<file path="config.mk">
export PLATFORM = sky130hd
export DESIGN_NAME = vga_sync_decoder
export DESIGN_NICKNAME = d
export VERILOG_FILES = /design/src/rtl/vga_sync_decoder.sv
export SDC_FILE = /design/constraint.sdc
export NUM_CORES = 1
export LEC_CHECK = 0
export BUFFER_PORTS_ARGS = -buffer_cell sky130_fd_sc_hd__buf_4
export CAP_MARGIN = 10
export CORE_MARGIN = 8
export CORE_UTILIZATION = 60
export DETAILED_ROUTE_END_ITERATION = 6
export GPL_TIMING_DRIVEN = 0
export PLACE_DENSITY = 0.85
export SKIP_LAST_GASP = 1
export SLEW_MARGIN = 30
export SYNTH_ARGS = -nofsm -noshare
export SYNTH_HDL_FRONTEND = slang
export SYNTH_SLANG_ARGS = --single-unit
export TNS_END_PERCENT = 5
</file>
<file path="constraint.sdc">
create_clock -name vgaclk -period 5.7 [get_ports vgaclk]
set_clock_uncertainty 0.1 [all_clocks]
set_input_delay 0.57 -clock vgaclk [delete_from_list [all_inputs] [get_ports vgaclk]]
set_output_delay 0.57 -clock vgaclk [all_outputs]
set_load 0.03 [all_outputs]
</file>
<file path="src/rtl/vga_sync_decoder.sv">
// Sink-side VGA timing decoder: rebuilds x/y from an active-low hsync/vsync pair,
// checks every sync edge against the configured timing, and tracks lock and errors.
//
// state  | meaning
// SEARCH | no timing reference yet; violations ignored, waiting for a vsync fall
// CHECK  | one vsync fall seen; a clean frame up to the next vsync fall gives lock
// LOCKED | timing verified; any violation drops back to SEARCH
module vga_sync_decoder #(
   parameter logic [9:0] HACTIVE = 10'd640,
   parameter logic [9:0] HFP     = 10'd16,
   parameter logic [9:0] HSYN    = 10'd96,
   parameter logic [9:0] HBP     = 10'd48,
   parameter logic [9:0] VACTIVE = 10'd480,
   parameter logic [9:0] VFP     = 10'd10,
   parameter logic [9:0] VSYN    = 10'd2,
   parameter logic [9:0] VBP     = 10'd33,
   parameter logic [9:0] HMAX    = HACTIVE + HFP + HSYN + HBP,
   parameter logic [9:0] VMAX    = VACTIVE + VFP + VSYN + VBP
) (
   input  logic       vgaclk,
   input  logic       rst,
   input  logic       hsync,
   input  logic       vsync,
   output logic [9:0] x,
   output logic [9:0] y,
   output logic       pixel_valid,
   output logic       locked,
   output logic       frame_start,
   output logic       sync_err,
   output logic [7:0] err_count
);

   typedef enum logic [1:0] {
      SEARCH = 2'd0,
      CHECK  = 2'd1,
      LOCKED = 2'd2
   } state_t;

   localparam logic [9:0] H_SYNC_X = HACTIVE + HFP;
   localparam logic [9:0] V_SYNC_Y = VACTIVE + VFP;
   localparam logic [9:0] H_LAST   = HMAX - 10'd1;
   localparam logic [9:0] V_LAST   = VMAX - 10'd1;

   state_t     state;
   state_t     state_nxt;
   logic       hs_q;
   logic       vs_q;
   logic       hedge;
   logic       vedge;
   logic       h_wrap;
   logic       h_exp;
   logic       v_exp;
   logic       viol;
   logic       err_nxt;
   logic       lock_nxt;
   logic [9:0] x_nxt;
   logic [9:0] y_nxt;

   assign hedge   = hs_q & ~hsync;
   assign vedge   = vs_q & ~vsync;
   assign h_wrap  = (x == H_LAST);
   // An edge is expected on the sample where the generator's counter hits the sync start;
   // our counters trail it by one cycle, hence the -1.
   assign h_exp   = (x == H_SYNC_X - 10'd1);
   assign v_exp   = h_wrap & (y == V_SYNC_Y - 10'd1);
   assign viol    = (hedge ^ h_exp) | (vedge ^ v_exp);
   assign err_nxt = viol & (state != SEARCH);

   always_comb begin
      x_nxt     = x + 10'd1;
      y_nxt     = y;
      state_nxt = state;

      if (hedge) begin
         x_nxt = H_SYNC_X;
      end else if (h_wrap) begin
         x_nxt = 10'd0;
      end

      if (vedge) begin
         y_nxt = V_SYNC_Y;
      end else if (h_wrap && !hedge) begin
         y_nxt = (y == V_LAST) ? 10'd0 : y + 10'd1;
      end

      case (state)
         SEARCH: if (vedge) state_nxt = CHECK;
         CHECK: begin
            if (viol) begin
               state_nxt = SEARCH;
            end else if (vedge) begin
               state_nxt = LOCKED;
            end
         end
         LOCKED: if (viol) state_nxt = SEARCH;
         default: state_nxt = SEARCH;
      endcase
   end

   assign lock_nxt = (state_nxt == LOCKED);

   always_ff @(posedge vgaclk or posedge rst) begin
      if (rst) begin
         state       <= SEARCH;
         hs_q        <= 1'b0;
         vs_q        <= 1'b0;
         x           <= 10'd0;
         y           <= 10'd0;
         locked      <= 1'b0;
         pixel_valid <= 1'b0;
         frame_start <= 1'b0;
         sync_err    <= 1'b0;
         err_count   <= 8'd0;
      end else begin
         state       <= state_nxt;
         hs_q        <= hsync;
         vs_q        <= vsync;
         x           <= x_nxt;
         y           <= y_nxt;
         locked      <= lock_nxt;
         pixel_valid <= lock_nxt & (x_nxt < HACTIVE) & (y_nxt < VACTIVE);
         frame_start <= lock_nxt & (x_nxt == 10'd0) & (y_nxt == 10'd0);
         sync_err    <= err_nxt;
         if (err_nxt && (err_count != 8'hFF)) begin
            err_count <= err_count + 8'd1;
         end
      end
   end

endmodule

</file>
==> results of run 1 <==
==> metrics by stage <==
step	cell area (um2)	std cells	total power, mW	hold WS (ns)
CTS	2450	302	0.714	0.244
global placement	2370	294	0.529	0.357
floorplan	2050	213	0.461	0.346
global route	2450	302	0.751	0.228
detailed placement	2370	294	0.536	0.371
finish	2450	302	0.711	0.233
==> where the power goes <==
| part | internal (mW) | switching, mW |
|---|---|---|
| Clock | 0.0919 | 0.0868 |
| Combinational | 0.0822 | 0.122 |
| Sequential | 0.286 | 0.0420 |
| Total | 0.460 | 0.251 |
==> worst paths after layout <==
| path | start | to | slack [ns] |
|---|---|---|---|
| min in group vgaclk | vsync | vs_q | 0.25 |
| max in group asynchronous | rst | y[0] | 4.78 |
| hold reg to reg | state[1] | state[0] | 0.38 |
| setup reg to reg | x[1] | err_count[1] | 2.46 |
| setup / recovery | x[1] | err_count[1] | 2.46 |
| hold / removal | rst | err_count[6] | 0.23 |
==> flip-flops by register name (all words and copies together) (netlist names) <==
register	flops
x	10
y	10
err_count	8
state	2
frame_start	1
hs_q	1
locked	1
pixel_valid	1
sync_err	1
vs_q	1
==> cells in the final DEF, fill, tap and decap left out, types with 2 or more instances in the layout <==
master | synthesis | layout
o21ai_0 | 8 | 8
xnor2_1 | 14 | 14
a21o_1 | 4 | 4
mux2i_1 | 2 | 2
nor2b_1 | 3 | 3
clkbuf_4 | 0 | 5
nor4b_2 | 2 | 2
ha_1 | 5 | 5
o211ai_1 | 3 | 3
nor2_1 | 14 | 14
a31oi_1 | 2 | 2
buf_4 | 0 | 35
nand4b_1 | 3 | 3
a21oi_1 | 5 | 5
nand3_1 | 13 | 13
inv_1 | 7 | 6
and4_1 | 5 | 5
a211o_1 | 3 | 3
nand2b_1 | 2 | 2
dfrtp_1 | 36 | 36
a41oi_1 | 2 | 2
or3_1 | 5 | 5
nor3b_1 | 5 | 5
nand3b_1 | 2 | 2
or4_1 | 3 | 3
xor2_1 | 3 | 3
and3_1 | 8 | 8
nor3_1 | 7 | 7
clkbuf_1 | 7 | 8
nand4_1 | 8 | 8
nand2_1 | 18 | 18
==> synth_stat cells (4+ instances only) <==
| cell type | count |
|---|---|
| inv_1 | 7 |
| a21oi_1 | 5 |
| ha_1 | 5 |
| o21ai_0 | 8 |
| clkbuf_1 | 7 |
| or3_1 | 5 |
| nand4_1 | 8 |
| xnor2_1 | 14 |
| nor3b_1 | 5 |
| nand3_1 | 13 |
| nor3_1 | 7 |
| and3_1 | 8 |
| dfrtp_1 | 36 |
| nand2_1 | 18 |
| and4_1 | 5 |
| a21o_1 | 4 |
| nor2_1 | 14 |
==> cell type report <==
type | count | area share
Multi-Input combinational cell | 162 | 0.446
Tap cell | 46 | 0.0235
Sequential cell | 36 | 0.368
Clock inverter | 2 | 0.0143
Inverter | 7 | 0.0107
Clock buffer | 6 | 0.0169
Timing Repair Buffer | 35 | 0.107
Buffer | 8 | 0.0128
==> cell families (layout without fill, tap and decap cells) <==
kind of cell,after synthesis,after routing,synth area share
AND/OR/NAND/NOR,104,104,0.306
flip-flops,36,36,0.439
AO/OA/AOI/OAI,33,33,0.109
XOR/XNOR,17,17,0.0726
buffers and inverters,15,58,0.0281
adder cells (fa/ha/maj),5,5,0.0305
multiplexers,3,3,0.0153
==> metal layers <==
layer / up-vias / routed length (um)
met5: - / 0
met4: 0 / 63
met3: 8 / 212
met2: 51 / 2290
met1: 858 / 2140
li1: 870 / -
==> worst register-to-register path, cell delays in order, from the launching register on <==
cell and delay [ns]:
dfrtp_1 0.47, ha_1 0.33, and4_1 0.31, buf_2 0.23, nand3_1 0.18, or3_1 0.45
a31oi_1 0.57, nand2_1 0.21, mux2_2 0.30
==> results by group, run 1 <==
Run status
  – Status: finished clean

Final layout
  – Share of cells above drive strength 1: 0.203
  – Register area: 901 um2
  – Area of the multi-input gates: 0.00109 mm2
  – Layout area overhead: 19.3%
  – Nets: between 200 and 300
  – Post-layout util: 0.739
  – # diodes: 0
  – Fillers: 276

Synth
  – Synth top area cells: dfrtp_1 (44%), xnor2_1 (6.0%), nand2_1 (3.3%)
  – Cells after Synth: 213
  – Synth unique cells: 43
  – Yosys warns: 0
  – Syn_nets: roughly 220
  – Synth Flop Type: dfrtp_1
  – Synthesis-stage register bit count: 36
  – Synthesized cell area: 0.00205 mm2
  – Top cell type's share of synthesized area: 0.439
  – Yosys top cell by area: dfrtp_1
  – Sequential area share after synthesis: 0.439
  – Post-synth EDFFs: 0
  – Syn Area/Cell: 9.63 um2
  – Asr flop ratio synth: 1.00

Place
  – Dpl ws: about 2.5 ns
  – Detailed Place HPWL: about 3.4 mm
  – Routability Congestion: 0.842
  – Port bufs: 35

Timing
  – RSZ-0062 raised after global routing: false
  – Setup TNS Final: 0 ns
  – Slack of the critical path: 2.46 ns
  – Post-route clock period utilization: 0.568
  – Worst-Margin Slew: 0.729 ns
  – Slew headroom: 0.513
  – Fin. Hold Viols: 0
  – Final Slew Violations: 0
  – Fmax achieved: 309 MHz
  – Fin crit period: about 3.2 ns
  – Finish-stage setup viols: 0

Worst setup path
  – Worst Path Required: 5.84 ns
  – Max Fanout on Critical Path: 10
  – Critical Path Start Type: flop
  – Worst stage delay on the critical path: 0.57 ns
  – Worst reg-to-reg path cell count: 8
  – Slowest CP cell: a31oi_1
  – Critical path depth: 8
  – CP cell instances: ha_1 -> and4_1 -> buf_2 -> nand3_1 -> or3_1 -> a31oi_1 -> nand2_1 -> mux2_2
  – Critical path data arrival time: 3.38 ns
  – Bufs and invs on worst path: 1
  – Worst Setup End Kind: flop
  – Crit Path Category: reg2reg
  – CP top delay family: simple AND/OR/NAND/NOR gates

CTS
  – Clock root buffer: clkbuf_4
  – CTS clock-pin slew for the worst setup and hold paths: 0.11 ns
  – CTS tree: done
  – Total CTS buffers: 5
  – # clock sinks: 36
  – Number of post-CTS setup repair buffers: 0
  – Count of hold buffers inserted by post-cts repair: 0
  – Htree depth: 2
  – PostCTS Resize Cnt: 0
  – Clk Latency, worst-skew pair: 0.34 ns
  – Clock Tree Buf Depth: 2

Floorplanning
  – DIE HEIGHT: ~74 um
  – Initial Util: 0.619
  – Die width: ~74 um
  – Row cnt: 21
  – Core Area: 0.00331 mm2
  – I/O pins: 36
  – Die ar.: 0.00554 mm2

Global routing
  – Global routing met1 resource utilization: 0.233
  – Largest net degree at the start of global routing: 37
  – Remaining Overflow, GRT: 0
  – Met3 usage: 0.0404
  – GR Util met2: 0.315
  – First-pass GRT wire length: approximately 8 mm
  – Initial antenna violation count: 0
  – Top Usage Layer GRT: met2
  – Gr usage total: 0.186
  – Vias in the first global route: ~1,700

Power and ir drop
  – VDD IR-drop max: 183 uV
  – Lkg Pwr: 1.04 nW
  – PwrDens: between 200 and 300 mW/mm2

Hold path
  – Min-delay worst type: in2async

Drt
  – DRT antenna net count: 0
  – DRT iter0 DRCs: ~160
  – WL/cell: 15.6 um
  – Vias: ~1,800
  – DRC Markers: 0
  – Routed WL: ~4.7 mm
  – DRT Pass-1 Iters: 4
  – Vias per std cell: 5.92

Job
  – Max-cap violations: 0
(Power assumes the default switching activity.)
==> run 2: changes to the inputs <==
- CORE_UTILIZATION: 60 -> 50
- PLACE_DENSITY: 0.85 -> 0.75
- clock period: 5.7 -> 2.95 ns (I/O delays scaled with it)
==> results by group, run 2 (same netlist as run 1, synthesis figures left out) <==
Floorplanning
  – Core Area: ~0.0040 mm2
  – Die ar.: 0.00641 mm2
  – I/O pins: 36
  – Row cnt: 23
  – DIE HEIGHT: ~80 um
  – Die width: between 80 and 90 um
  – Initial Util: 0.516

CTS
  – CTS tree: done
  – Clock root buffer: clkbuf_8
  – Htree depth: 2
  – CTS clock-pin slew for the worst setup and hold paths: 0.08 ns
  – Clk Latency, worst-skew pair: just under 0.3 ns
  – Total CTS buffers: 5
  – Clock Tree Buf Depth: 2
  – Count of hold buffers inserted by post-cts repair: 0
  – # clock sinks: 36

Worst setup path
  – Worst Path Required: 3.05 ns
  – Worst Setup End Kind: flop
  – Top cell by count, worst path: or4_4
  – Max Fanout on Critical Path: 4
  – Bufs and invs on worst path: 0
  – CP cell instances: or4_1 -> or4_4 -> a21o_1 -> a211o_1 -> or4_4 -> nor4b_4
  – Critical path data arrival time: between 2 and 3 ns
  – Critical Path Start Type: flop
  – Crit Path Category: reg2reg
  – CP top delay family: simple AND/OR/NAND/NOR gates
  – Worst stage delay on the critical path: 0.56 ns
  – Slowest CP cell: or4_4
  – Crit Reg-Reg Startpoint: y[6]
  – FF-to-FF End: frame_start
  – Worst reg-to-reg path cell count: 6
  – Reg2Reg Setup Slack: 0.08 ns

Timing
  – Fin crit period: around 2.9 ns
  – Worst-Margin Slew: 0.744 ns
  – Setup TNS Final: 0 ns
  – Final Slew Violations: 0
  – Slew headroom: 0.503
  – Fin. Hold Viols: 0
  – Fmax achieved: 349 MHz
  – Finish-stage setup viols: 0
  – Slack of the critical path: roughly 0.085 ns
  – Post-route clock period utilization: 0.971

Place
  – Dpl ws: -0.181 ns
  – Cells after DPL: 298
  – Port bufs: 35
  – Detailed Place HPWL: 3.42 mm
  – Routability Congestion: 0.798

Job
  – Max-cap violations: 0

Run status
  – Status: finished clean

Hold path
  – Worst Hold Path Cells: 1
  – Min-delay worst type: in2reg
  – Hold Path Origin: hsync
  – WHS Endpoint: hs_q

Power and ir drop
  – P_int: 0.971 mW
  – Clk network pwr share: 0.294
  – Sequential Power Share: 0.431
  – Net switching power: roughly 0.5 mW
  – Share of power burned in combinational logic: 0.275
  – PwrDens: 570 mW/mm2
  – Pwr Total: around 1.5 mW
  – Lkg Pwr: 1.11 nW
  – Switching part of the total power: 0.341
  – VDD IR-drop max: 370 uV

Global routing
  – Largest net degree at the start of global routing: 37
  – Initial antenna violation count: 0
  – Gr usage total: 0.157
  – Vias in the first global route: 1,663
  – Remaining Overflow, GRT: 0
  – First-pass GRT wire length: just under 8 mm

Final layout
  – Layout area overhead: 26.0%
  – Layout Cells excl Fill: 313
  – Most frequent cells in the layout: buf_4 (42), dfrtp_1 (32), nand2_1 (18), nor2_1 (14), xnor2_1 (14)
  – # diodes: 0
  – Fillers: between 300 and 400
  – Area of the multi-input gates: 0.00113 mm2
  – Post-layout util: 0.651
  – Share of cells above drive strength 1: 0.255
  – Commonest non-fill, non-tap cell in the layout: buf_4
  – Largest regs: x x10, y x10, err_count x8
  – Nets: 271
  – Register area: 906 um2

Drt
  – Vias: approximately 1,800
  – DRC Markers: 0
  – Routed WL: 4.87 mm
  – DRT Pass-1 Iters: 4
  – Vias per std cell: between 5 and 6
  – DRT iter0 DRCs: 129
  – DRT antenna net count: 0
  – WL/cell: 15.6 um
[run 2: changes by cell type in the layout (fill, tap and decap cells not counted), moves of 2 or more]
cell      delta
dfrtp_2      +4
clkbuf_8     +5
nor4b_4      +2
clkbuf_4     -5
nor4b_2      -2
buf_4        +7
dfrtp_1      -4
[run 2: cell type report]
class	instances	share of cell area
sequential	36	0.351
buffer	8	0.0121
timing repair buffer	42	0.122
clock buffer	5	0.0266
multi-input combinational	162	0.438
inverter	7	0.0102
tap	50	0.0242
clock inverter	3	0.0165
[run 2: metal layers]
| layer | share of wire | vias up | track usage |
|---|---|---|---|
| met5 | 0 | - | 0 |
| met4 | 0.013 | 0 | 0.0691 |
| met3 | 0.042 | 7 | 0.0405 |
| met2 | 0.48 | 32 | 0.253 |
| met1 | 0.47 | 871 | 0.191 |
| li1 | - | 881 | - |
[run 2: stage by stage]
stage	hold WS, ns	instance area [um2]
after floorplan	0.226	2050
after global placement	0.319	2380
after detailed placement	0.320	2380
after CTS	0.0139	2520
after global routing	0.00989	2580
final	0.0229	2580
[run 2: what timing repair did]
item,CTS,global route
endpoints found under the setup margin,9,7
resized for setup,3,6
pin swaps,0,2
buffers inserted,2,5
[run 2: power by group through the flow]
stage	Clock (mW)	Combinational [mW]	Sequential, mW
6_report	0.433	0.404	0.635
2_1_floorplan	0	0.156	0.734
3_3_place_gp	0	0.388	0.639
3_5_place_dp	0	0.393	0.642
4_1_cts	0.448	0.398	0.634
5_1_grt	0.469	0.440	0.649
[run 2: how the worst max path moves through the flow]
stage	start	to	slack (ns)	cells past startpoint
after CTS	y[4]	frame_start	-0.01	6
after global placement	x[1]	err_count[1]	-0.15	8
final	y[6]	frame_start	0.08	6
after detailed placement	x[1]	err_count[1]	-0.18	8
after floorplan	x[1]	err_count[1]	0.02	8
after global routing	x[0]	err_count[1]	-0.03	8
==> run 3: changes to the inputs <==
- clock period: 2.95 -> 2.4 ns (I/O delays scaled with it)
==> results by group, run 3 (same netlist as run 1, synthesis figures left out) <==
Drt
  – Routed WL: 4.93 mm
  – DRT Pass-1 Iters: 4
  – DRC Markers: 0
  – Vias per std cell: 5.84
  – WL/cell: 16.0 um
  – DRT iter0 DRCs: 97
  – DRT antenna net count: 0
  – Vias: approximately 1,800

Power and ir drop
  – Switching part of the total power: 0.369
  – P_int: between 1 and 1.5 mW
  – PwrDens: 671 mW/mm2
  – Clk network pwr share: 0.261
  – Pwr Total: roughly 1.7 mW
  – Share of power burned in combinational logic: 0.275
  – Lkg Pwr: 1.08 nW
  – Sequential Power Share: 0.464
  – Net switching power: 0.638 mW
  – VDD IR-drop max: 510 uV

Floorplanning
  – Die width: 80.0 um
  – Die ar.: between 0.006 and 0.007 mm2
  – I/O pins: 36
  – Row cnt: 23
  – Core Area: 0.00397 mm2
  – DIE HEIGHT: 80.0 um
  – Initial Util: 0.516

Worst setup path
  – Worst stage delay on the critical path: about 0.53 ns
  – Worst Setup End Kind: flop
  – Slowest CP cell: or4_1
  – CP top delay family: simple AND/OR/NAND/NOR gates
  – Bufs and invs on worst path: 0
  – Critical Path Start: y[4]
  – Crit Path Category: reg2reg
  – Worst Path Required: 2.51 ns
  – Crit path to: frame_start
  – Critical path depth: 6
  – CP cell instances: or4_1 -> or4_4 -> a21o_1 -> a211o_1 -> or4_4 -> nor4b_4
  – FF-to-FF End: frame_start
  – Worst reg-to-reg path cell count: 6
  – Max Fanout on Critical Path: 4
  – Critical Path Start Type: flop
  – Critical path data arrival time: around 3 ns
  – Reg2Reg Setup Slack: -0.43 ns
  – Crit Reg-Reg Startpoint: y[4]
  – Top cell by count, worst path: or4_4

Timing
  – Fin crit period: 2.83 ns
  – Worst hold margin: -0.0293 ns
  – RSZ-0062 raised after global routing: true
  – Slack of the critical path: -0.430 ns
  – Worst-Margin Slew: ~0.74 ns
  – Post-route clock period utilization: 1.18
  – Finish-stage setup viols: 10
  – Fin. Hold Viols: 36
  – Final Slew Violations: 0
  – Fmax achieved: 353 MHz
  – Slew headroom: 0.505

Run status
  – Failing checks: negative hold slack, negative setup slack
  – Status: complete, but fails checks

CTS
  – CTS clock-pin slew for the worst setup and hold paths: 0.08 ns
  – Clk Latency, worst-skew pair: roughly 0.30 ns
  – CTS tree: done
  – # clock sinks: 36
  – Total CTS buffers: 5
  – Clock root buffer: clkbuf_8
  – Htree depth: 2
  – Clock Tree Buf Depth: 2

Final layout
  – Commonest non-fill, non-tap cell in the layout: buf_4
  – Largest regs: x x10, y x10, err_count x8
  – Post-layout util: 0.648
  – Most frequent cells in the layout: buf_4 (38), dfrtp_1 (31), nand2_1 (18), nor2_1 (14), xnor2_1 (14)
  – Nets: 266
  – Share of cells above drive strength 1: 0.252
  – Fillers: 344
  – Layout area overhead: 25.4%
  – # diodes: 0

Global routing
  – Largest net degree at the start of global routing: 37
  – Initial antenna violation count: 0
  – Gr usage total: 0.165
  – Remaining Overflow, GRT: 0
  – First-pass GRT wire length: 8.52 mm
  – Vias in the first global route: 1,810

Hold path
  – Min-delay worst type: in2async

Place
  – Port bufs: 35
  – Detailed Place HPWL: 3.44 mm
  – Routability Congestion: between 0.8 and 0.9

Job
  – Max-cap violations: 0
## run 3: routing by layer
metal  up-vias  part of all wire  track usage
met5         -                 0            0
met4         0             0.017       0.0727
met3         7             0.054       0.0439
met2        37              0.48        0.261
met1       878              0.44        0.205
li1        876                 -            -
## run 3: timing repair
action / CTS / global route
endpoints found under the hold margin: 2 / 0
resized for setup: 6 / 4
pin swaps: 1 / 1
setup buffers: 3 / 0
setup endpoints to repair: 11 / 17
hold buffers: 2 / 0
## run 3: power by group through the flow
stage          combinational, mW  clock (mW)  sequential (mW)
2_1_floorplan              0.193           0            0.905
3_3_place_gp               0.477           0            0.789
3_5_place_dp               0.489           0            0.789
4_1_cts                    0.497       0.461            0.780
5_1_grt                    0.515       0.477            0.821
6_report                   0.475       0.451            0.801
## run 3: cell type report
| cell class | count | area (um2) | area share |
|---|---|---|---|
| plain buffers | 5 | 22.5 | 0.00875 |
| clock buffers | 5 | 68.8 | 0.0268 |
| clock inverters | 3 | 23.8 | 0.00924 |
| inverters | 7 | 26.3 | 0.0102 |
| multi-input cells | 162 | 1160 | 0.449 |
| flip-flops and latches | 36 | 907 | 0.353 |
| well taps | 50 | 62.6 | 0.0243 |
| repair buffers | 40 | 305 | 0.119 |
## run 3: worst min-delay path by stage
stage / endpoint / depth (start not counted)
after floorplan: hs_q / 0
after global placement: vs_q / 1
after detailed placement: vs_q / 1
after CTS: err_count[6] / 2
after global routing: locked / 2
final: x[0] / 2
## run 3: per-stage QoR
| step | hold slack, ns | setup slack, ns | area [um2] | std cells | TNS (ns) |
|---|---|---|---|---|---|
| floorplan | 0.171 | -0.396 | 2060 | 213 | -2.21 |
| global placement | 0.264 | -0.494 | 2390 | 298 | -3.60 |
| detailed placement | 0.266 | -0.538 | 2390 | 298 | -3.93 |
| CTS | 0.000719 | -0.409 | 2550 | 311 | -2.66 |
| global route | 0.0358 | -0.518 | 2570 | 308 | -3.60 |
| finish | -0.0293 | -0.430 | 2570 | 308 | -2.20 |
